## config.mk

```make
export PLATFORM = sky130hd
export DESIGN_NAME = fmul_pipe
export DESIGN_NICKNAME = d
export VERILOG_FILES = /design/src/rtl/fpu_pkg.sv /design/src/rtl/fmul_round.sv /design/src/rtl/fmul_pipe.sv
export SDC_FILE = /design/constraint.sdc
export NUM_CORES = 2
export LEC_CHECK = 0
export BUFFER_PORTS_ARGS = -buffer_cell sky130_fd_sc_hd__buf_2
export CORE_UTILIZATION = 30
export DETAILED_ROUTE_END_ITERATION = 8
export PLACE_DENSITY = 0.56
export SYNTH_ARGS = -nofsm -noshare
export SYNTH_HDL_FRONTEND = slang
export SYNTH_HIERARCHICAL = 1
export SYNTH_SLANG_ARGS = --single-unit
```

## constraint.sdc

```tcl
create_clock -name clk -period 7.15 [get_ports clk]
set_input_delay 0.715 -clock clk [delete_from_list [all_inputs] [get_ports clk]]
set_output_delay 0.715 -clock clk [all_outputs]
set_load 0.01 [all_outputs]
```

## src/rtl/fpu_pkg.sv

```systemverilog
// Shared FPU definitions: rounding modes, exception flag layout, operand classes
// and format constants derived from the exponent/mantissa widths.
package fpu_pkg;

    typedef enum logic [1:0] {
        RM_RNE = 2'd0,
        RM_RTZ = 2'd1,
        RM_RDN = 2'd2,
        RM_RUP = 2'd3
    } rm_e;

    localparam int FLG_NX = 0;
    localparam int FLG_UF = 1;
    localparam int FLG_OF = 2;
    localparam int FLG_NV = 3;

    // Field order matches the flags port: {invalid, overflow, underflow, inexact}.
    typedef struct packed {
        logic nv;
        logic of;
        logic uf;
        logic nx;
    } flags_t;

    typedef enum logic [2:0] {
        CLS_ZERO,
        CLS_NORM,
        CLS_INF,
        CLS_QNAN,
        CLS_SNAN
    } cls_e;

    function automatic int fp_bias(input int exp_w);
        return (1 << (exp_w - 1)) - 1;
    endfunction

    // Canonical quiet NaN: sign 0, exponent all ones, only the fraction MSB set.
    function automatic logic [63:0] fp_qnan(input int exp_w, input int man_w);
        logic [63:0] v;
        v = (((64'd1 << exp_w) - 64'd1) << man_w) | (64'd1 << (man_w - 1));
        return v;
    endfunction

endpackage

```

## src/rtl/fmul_round.sv

```systemverilog
// Normalise, round and range-check a raw significand product. Purely combinational,
// written so the adder and divider can drive it with their own wide significands.
module fmul_round
    import fpu_pkg::*;
#(
    parameter int EXP_W = 8,
    parameter int MAN_W = 23
) (
    input  logic                   i_sign,
    input  logic [EXP_W+1:0]       i_exp,
    input  logic [2*MAN_W+1:0]     i_prod,
    input  rm_e                    i_rm,
    output logic [EXP_W+MAN_W:0]   o_y,
    output flags_t                 o_flags
);

    localparam int PW = 2 * (MAN_W + 1);
    localparam int XW = EXP_W + 2;
    localparam logic [XW-1:0] EXP_MAX = XW'((1 << EXP_W) - 1);

    logic               w_top;
    logic [PW-2:0]      w_norm;
    logic [MAN_W-1:0]   w_frac;
    logic               w_guard;
    logic               w_sticky;
    logic               w_inexact;
    logic               w_inc;
    logic [XW-1:0]      w_exp_n;
    logic [MAN_W:0]     w_mant_r;
    logic [XW-1:0]      w_exp_r;
    logic               w_under;
    logic               w_over;
    logic               w_to_inf;

    // Product of two [1,2) significands lies in [1,4); a set top bit means one extra exponent step.
    assign w_top    = i_prod[PW-1];
    assign w_norm   = w_top ? i_prod[PW-2:0] : {i_prod[PW-3:0], 1'b0};
    assign w_frac   = w_norm[PW-2 -: MAN_W];
    assign w_guard  = w_norm[MAN_W];
    assign w_sticky = |w_norm[MAN_W-1:0];
    assign w_inexact = w_guard | w_sticky;
    assign w_exp_n  = i_exp + {{(XW-1){1'b0}}, w_top};

    always_comb begin
        w_inc = 1'b0;
        case (i_rm)
            RM_RNE:  w_inc = w_guard & (w_sticky | w_frac[0]);
            RM_RTZ:  w_inc = 1'b0;
            RM_RDN:  w_inc = w_inexact & i_sign;
            RM_RUP:  w_inc = w_inexact & ~i_sign;
            default: w_inc = 1'b0;
        endcase
    end

    // A carry out of the fraction leaves it all zeros, so only the exponent needs the +1.
    assign w_mant_r = {1'b0, w_frac} + {{MAN_W{1'b0}}, w_inc};
    assign w_exp_r  = w_exp_n + {{(XW-1){1'b0}}, w_mant_r[MAN_W]};

    assign w_under  = $signed(w_exp_n) <= 0;
    assign w_over   = $signed(w_exp_r) >= $signed(EXP_MAX);
    assign w_to_inf = (i_rm == RM_RNE) |
                      ((i_rm == RM_RUP) & ~i_sign) |
                      ((i_rm == RM_RDN) & i_sign);

    always_comb begin
        o_y     = {i_sign, w_exp_r[EXP_W-1:0], w_mant_r[MAN_W-1:0]};
        o_flags = '0;
        o_flags.nx = w_inexact;
        if (w_under) begin
            o_y        = {i_sign, {(EXP_W+MAN_W){1'b0}}};
            o_flags.uf = 1'b1;
            o_flags.nx = 1'b1;
        end else if (w_over) begin
            o_flags.of = 1'b1;
            o_flags.nx = 1'b1;
            if (w_to_inf) begin
                o_y = {i_sign, {EXP_W{1'b1}}, {MAN_W{1'b0}}};
            end else begin
                o_y = {i_sign, {(EXP_W-1){1'b1}}, 1'b0, {MAN_W{1'b1}}};
            end
        end
    end

endmodule

```

## src/rtl/fmul_pipe.sv

```systemverilog
// Three-stage IEEE-754 multiplier: S1 unpack/classify, S2 sign/exponent/significand
// product plus special-value resolution, S3 normalise/round into the output register.
module fmul_pipe
    import fpu_pkg::*;
#(
    parameter int EXP_W = 8,
    parameter int MAN_W = 23,
    parameter int TAG_W = 5
) (
    input  logic                   clk,
    input  logic                   rstn,
    input  logic                   in_valid,
    output logic                   in_ready,
    input  logic [EXP_W+MAN_W:0]   x1,
    input  logic [EXP_W+MAN_W:0]   x2,
    input  logic [1:0]             rm,
    input  logic [TAG_W-1:0]       in_tag,
    output logic                   out_valid,
    input  logic                   out_ready,
    output logic [EXP_W+MAN_W:0]   y,
    output logic [3:0]             flags,
    output logic [TAG_W-1:0]       out_tag
);

    localparam int W  = 1 + EXP_W + MAN_W;
    localparam int SW = MAN_W + 1;
    localparam int PW = 2 * SW;
    localparam int XW = EXP_W + 2;
    localparam logic [XW-1:0] BIAS = XW'(fp_bias(EXP_W));
    localparam logic [W-1:0]  QNAN = W'(fp_qnan(EXP_W, MAN_W));

    function automatic cls_e classify(input logic [EXP_W-1:0] e, input logic [MAN_W-1:0] f);
        if (e == '1) begin
            if (f == '0) return CLS_INF;
            return f[MAN_W-1] ? CLS_QNAN : CLS_SNAN;
        end
        // Subnormals are flushed here by classing them as zero.
        if (e == '0) return CLS_ZERO;
        return CLS_NORM;
    endfunction

    // Valid/ready: an input is taken on in_valid & in_ready, a result leaves on
    // out_valid & out_ready; when the output is held the whole pipe freezes, bubbles included.
    logic               w_stall;

    logic               r1_valid;
    logic               r1_sgn1, r1_sgn2;
    logic [EXP_W-1:0]   r1_exp1, r1_exp2;
    logic [SW-1:0]      r1_sig1, r1_sig2;
    cls_e               r1_cls1, r1_cls2;
    rm_e                r1_rm;
    logic [TAG_W-1:0]   r1_tag;

    logic               r2_valid;
    logic               r2_sign;
    logic [XW-1:0]      r2_exp;
    logic [PW-1:0]      r2_prod;
    logic               r2_spec;
    logic [W-1:0]       r2_spec_y;
    logic               r2_spec_nv;
    rm_e                r2_rm;
    logic [TAG_W-1:0]   r2_tag;

    logic               r3_valid;
    logic [W-1:0]       r3_y;
    flags_t             r3_flags;
    logic [TAG_W-1:0]   r3_tag;

    assign w_stall  = r3_valid & ~out_ready;
    assign in_ready = ~w_stall;

    always_ff @(posedge clk or negedge rstn) begin
        if (!rstn) begin
            r1_valid <= 1'b0;
            r1_sgn1  <= 1'b0;
            r1_sgn2  <= 1'b0;
            r1_exp1  <= '0;
            r1_exp2  <= '0;
            r1_sig1  <= '0;
            r1_sig2  <= '0;
            r1_cls1  <= CLS_ZERO;
            r1_cls2  <= CLS_ZERO;
            r1_rm    <= RM_RNE;
            r1_tag   <= '0;
        end else if (!w_stall) begin
            r1_valid <= in_valid;
            r1_sgn1  <= x1[W-1];
            r1_sgn2  <= x2[W-1];
            r1_exp1  <= x1[W-2 -: EXP_W];
            r1_exp2  <= x2[W-2 -: EXP_W];
            r1_sig1  <= {1'b1, x1[MAN_W-1:0]};
            r1_sig2  <= {1'b1, x2[MAN_W-1:0]};
            r1_cls1  <= classify(x1[W-2 -: EXP_W], x1[MAN_W-1:0]);
            r1_cls2  <= classify(x2[W-2 -: EXP_W], x2[MAN_W-1:0]);
            r1_rm    <= rm_e'(rm);
            r1_tag   <= in_tag;
        end
    end

    logic               w_sign;
    logic [XW-1:0]      w_exp_sum;
    logic [PW-1:0]      w_prod;
    logic               w_nan_in;
    logic               w_snan_in;
    logic               w_inf_in;
    logic               w_zero_in;
    logic               w_inf_zero;
    logic               w_is_spec;
    logic [W-1:0]       w_spec_y;
    logic               w_spec_nv;

    assign w_sign    = r1_sgn1 ^ r1_sgn2;
    assign w_exp_sum = {2'b00, r1_exp1} + {2'b00, r1_exp2} - BIAS;
    assign w_prod    = PW'(r1_sig1) * PW'(r1_sig2);

    assign w_nan_in   = (r1_cls1 == CLS_QNAN) | (r1_cls1 == CLS_SNAN) |
                        (r1_cls2 == CLS_QNAN) | (r1_cls2 == CLS_SNAN);
    assign w_snan_in  = (r1_cls1 == CLS_SNAN) | (r1_cls2 == CLS_SNAN);
    assign w_inf_in   = (r1_cls1 == CLS_INF) | (r1_cls2 == CLS_INF);
    assign w_zero_in  = (r1_cls1 == CLS_ZERO) | (r1_cls2 == CLS_ZERO);
    assign w_inf_zero = ((r1_cls1 == CLS_INF) & (r1_cls2 == CLS_ZERO)) |
                        ((r1_cls2 == CLS_INF) & (r1_cls1 == CLS_ZERO));

    // Priority: NaN or Inf*0, then Inf, then zero; only finite nonzero pairs reach the rounder.
    always_comb begin
        w_is_spec = 1'b0;
        w_spec_y  = '0;
        w_spec_nv = 1'b0;
        if (w_nan_in | w_inf_zero) begin
            w_is_spec = 1'b1;
            w_spec_y  = QNAN;
            w_spec_nv = w_inf_zero | w_snan_in;
        end else if (w_inf_in) begin
            w_is_spec = 1'b1;
            w_spec_y  = {w_sign, {EXP_W{1'b1}}, {MAN_W{1'b0}}};
        end else if (w_zero_in) begin
            w_is_spec = 1'b1;
            w_spec_y  = {w_sign, {(W-1){1'b0}}};
        end
    end

    always_ff @(posedge clk or negedge rstn) begin
        if (!rstn) begin
            r2_valid   <= 1'b0;
            r2_sign    <= 1'b0;
            r2_exp     <= '0;
            r2_prod    <= '0;
            r2_spec    <= 1'b0;
            r2_spec_y  <= '0;
            r2_spec_nv <= 1'b0;
            r2_rm      <= RM_RNE;
            r2_tag     <= '0;
        end else if (!w_stall) begin
            r2_valid   <= r1_valid;
            r2_sign    <= w_sign;
            r2_exp     <= w_exp_sum;
            r2_prod    <= w_prod;
            r2_spec    <= w_is_spec;
            r2_spec_y  <= w_spec_y;
            r2_spec_nv <= w_spec_nv;
            r2_rm      <= r1_rm;
            r2_tag     <= r1_tag;
        end
    end

    logic [W-1:0]       w_rnd_y;
    flags_t             w_rnd_flags;
    logic [W-1:0]       w_res_y;
    flags_t             w_res_flags;

    fmul_round #(
        .EXP_W (EXP_W),
        .MAN_W (MAN_W)
    ) u_round (
        .i_sign  (r2_sign),
        .i_exp   (r2_exp),
        .i_prod  (r2_prod),
        .i_rm    (r2_rm),
        .o_y     (w_rnd_y),
        .o_flags (w_rnd_flags)
    );

    always_comb begin
        w_res_y     = w_rnd_y;
        w_res_flags = w_rnd_flags;
        if (r2_spec) begin
            w_res_y        = r2_spec_y;
            w_res_flags    = '0;
            w_res_flags.nv = r2_spec_nv;
        end
    end

    always_ff @(posedge clk or negedge rstn) begin
        if (!rstn) begin
            r3_valid <= 1'b0;
            r3_y     <= '0;
            r3_flags <= '0;
            r3_tag   <= '0;
        end else if (!w_stall) begin
            r3_valid <= r2_valid;
            r3_y     <= w_res_y;
            r3_flags <= w_res_flags;
            r3_tag   <= r2_tag;
        end
    end

    assign out_valid = r3_valid;
    assign y         = r3_y;
    assign flags     = r3_flags;
    assign out_tag   = r3_tag;

endmodule

```

==> impl_metrics.env <==
export IMPL_synthFlopType="dfrtp_1"
export IMPL_drt_iter0_drc=1632
export IMPL_wl_met1_um=35740
export IMPL_yosys_cell_types_count=90
export IMPL_worst_path_max_fanout=10
export IMPL_end_kind="flip-flop"
export IMPL_path_cells="buf_4 > and2_1 > fa_1 > fa_1 > inv_1 > fa_1 > fa_1 > inv_1 > fa_1 > fa_1 > inv_1 > fa_1 > inv_1 > ha_1 > nand2_1 > nor4_2 > o2111ai_2 > or4_1 > and4_4 > o31ai_2"
export IMPL_first_global_vias=23200
export IMPL_tightest_slew_ns=1.243
export IMPL_io_pins=118
export IMPL_crit_type="flip-flop to flip-flop"
export IMPL_rows=114
export IMPL_maxSlewHeadroom=0.1650
export IMPL_grt_pass1_wl_um=126800
export IMPL_cts_tree="done"
export IMPL_grt_util_all_layers=0.1624
export IMPL_nFillCells=10150
export IMPL_cts_buffers=17
export IMPL_cp_common_cell="fa_1"
export IMPL_start_util=0.3022
export IMPL_crit_family="adder cells"
export IMPL_ys_ff_latch=193
export IMPL_final_hold_violation_count=0
export IMPL_routedWlPerCell_um=16.28
export IMPL_gp_congestion=0.8952
export IMPL_drc=0
export IMPL_clock_sinks=193
export IMPL_areaGrowthSynthToFinish_pct=10.81
export IMPL_cts_buffer_depth=2
export IMPL_arrival_ns=7.29
export IMPL_top_layer="met4"
export IMPL_start_kind="flip-flop"
export IMPL_first_pass_iters=5
export IMPL_route_antenna_remaining_nets=0
export IMPL_slew_viol_final=0
export IMPL_dp_hpwl_um=63620
export IMPL_syn_avg_cell_area_um2=8.646
export IMPL_clk_latency_ns=0.48
export IMPL_numPortBuffers=117
export IMPL_core_region_area_um2=96570
export IMPL_period_share=0.9657
export IMPL_avgViaCountPerCell=4.705
export IMPL_cap_violations=0
export IMPL_async_flop_share=1.000
export IMPL_vias=22270
export IMPL_finClkSkew_ns=0.02535
export IMPL_nNetsFinal=4198
export IMPL_syn_area_um2=29180
export IMPL_setup_viol=0
export IMPL_status="finished, final reports clean"
export IMPL_wl_um=77050
export IMPL_fmax_mhz=144.8
export IMPL_critical_path_buf_inv_count=5
export IMPL_syn_nets=4129
export IMPL_whs_ns=0.1902
export IMPL_drive_gt1_frac=0.1001
export IMPL_die_w_um=313.9
export IMPL_antenna_found_initial=4
export IMPL_min_path_type="primary input to async pin"
export IMPL_clock_root_buffer="clkbuf_16"
export IMPL_synth_edf_count=0
export IMPL_clk_pin_slew_ns=0.09
export IMPL_yosysSeqAreaShare=0.1655
export IMPL_slowest_stage="fa_1"
export IMPL_die_h_um=313.9
export IMPL_htree_levels=4
export IMPL_yosysWarnings=6
export IMPL_synthCells=3375
export IMPL_slowest_delay_ns=0.62
export IMPL_grt_overflow_total=0
export IMPL_dr_wl_met3_um=4532
export IMPL_required_ns=7.53
export IMPL_die_area_um2=98520
export IMPL_grt_max_degree=162
export IMPL_met2_length_um=35900
export IMPL_period_needed_ns=6.905
==> flip-flops by register name (all words and copies together), names as in the netlist, 2 cells and up <==
name       cells
r2_spec_y      3
out_tag        5
r1_tag         5
r1_exp1        8
r1_cls2        3
r1_rm          2
r2_exp        10
r1_exp2        8
r2_rm          2
r1_cls1        3
r1_sig2       23
r2_prod       48
flags          4
y             32
r2_tag         5
r1_sig1       24
==> worst paths after layout <==
check	from	end	slack, ns	cells after the start
min in group clk	in_tag[4]	r1_tag[4]	0.42	3
min	rstn	r1_sig2[16]	0.19	1
max in group asynchronous	rstn	r1_sig2[7]	5.53	2
min reg2reg	y[6]	y[6]	0.46	2
max	r1_sig1[21]	r2_prod[46]	0.25	20
max reg2reg	r1_sig1[21]	r2_prod[46]	0.25	20
==> stage by stage <==
stage	setup WS, ns	utilization	cells	TNS [ns]	area [um2]
2_1_floorplan	0.5869	-	3375	0	29180
3_3_place_gp	0.08765	0.3276	4699	0	31630
3_5_place_dp	0.07129	0.3276	4699	0	31630
4_1_cts	0.02143	0.3337	4731	0	32220
5_1_grt	-0.01423	0.3348	4733	-0.01423	32330
6_report	0.2454	0.3348	4734	0	32330
==> cells in the mapped netlist, drive strengths merged (9+ instances only) <==
library cell / instances / area, um2
buf: 22 / 140.1
o21ai: 80 / 404.1
a21o: 36 / 270.3
o21a: 11 / 83.83
clkbuf: 169 / 635.6
nand2: 710 / 2668
xnor2: 46 / 410.4
fa: 483 / 9669
nand3: 53 / 282.8
ha: 196 / 2452
nor2b: 9 / 56.30
mux2i: 23 / 230.2
xor2: 42 / 367.9
a21oi: 106 / 530.5
and3: 15 / 93.84
nand4: 30 / 187.7
inv: 581 / 2181
nor4: 23 / 158.9
o31ai: 9 / 72.57
and2: 305 / 1908
nor2: 82 / 307.8
a31oi: 12 / 75.07
a211oi: 13 / 110.1
nor3: 16 / 91.34
o21bai: 12 / 90.09
dfrtp: 193 / 4830
==> cell usage in the layout, fill, tap and decap left out, types with 20 or more instances in the layout <==
cell type	instances
nand2_1	709
inv_1	580
fa_1	483
and2_1	303
ha_1	193
dfrtp_1	173
buf_2	116
buf_4	116
a21oi_1	103
nor2_1	82
o21ai_0	73
nand3_1	51
xnor2_1	45
xor2_1	42
a21o_1	36
nand4_1	30
mux2i_1	23
dfrtp_2	20
==> cell type report <==
cell class,instances,area (um2),share of cell area
Clock buffer,19,442.9,0.01370
Clock inverter,13,147.6,0.004566
Timing Repair Buffer,241,1609,0.04976
Multi-Input combinational cell,2409,21490,0.6647
Sequential cell,193,4855,0.1501
Inverter,582,2190,0.06772
Tap cell,1276,1597,0.04938
Antenna cell,1,2.502,0.00007739
==> per-layer routing <==
metal | global-route usage | vias up
met5 | 0 | -
li1 | - | 10460
met1 | 0.2341 | 11270
met2 | 0.2606 | 493
met4 | 0.02871 | 0
met3 | 0.02223 | 54
==> repair_timing <==
action / CTS / global route
gates resized for setup: 0 / 37
setup endpoints to repair: 0 / 18
hold buffers: 0 / 0
setup buffers: 0 / 2
==> kinds of logic after synthesis <==
kind of cell	count (synthesis)	synth area share
other	1	0.0001285
adders and majority gates	679	0.4154
AOI/OAI and AO/OA	328	0.07221
xor gates and xnor gates	88	0.02667
buffers and inverters	773	0.1014
and+or+nand+nor	1283	0.2080
muxes	30	0.01059
DFF	193	0.1655
Power is not shown: default switching activity piles up to over one toggle a cycle in this logic, so the estimate is an artifact.
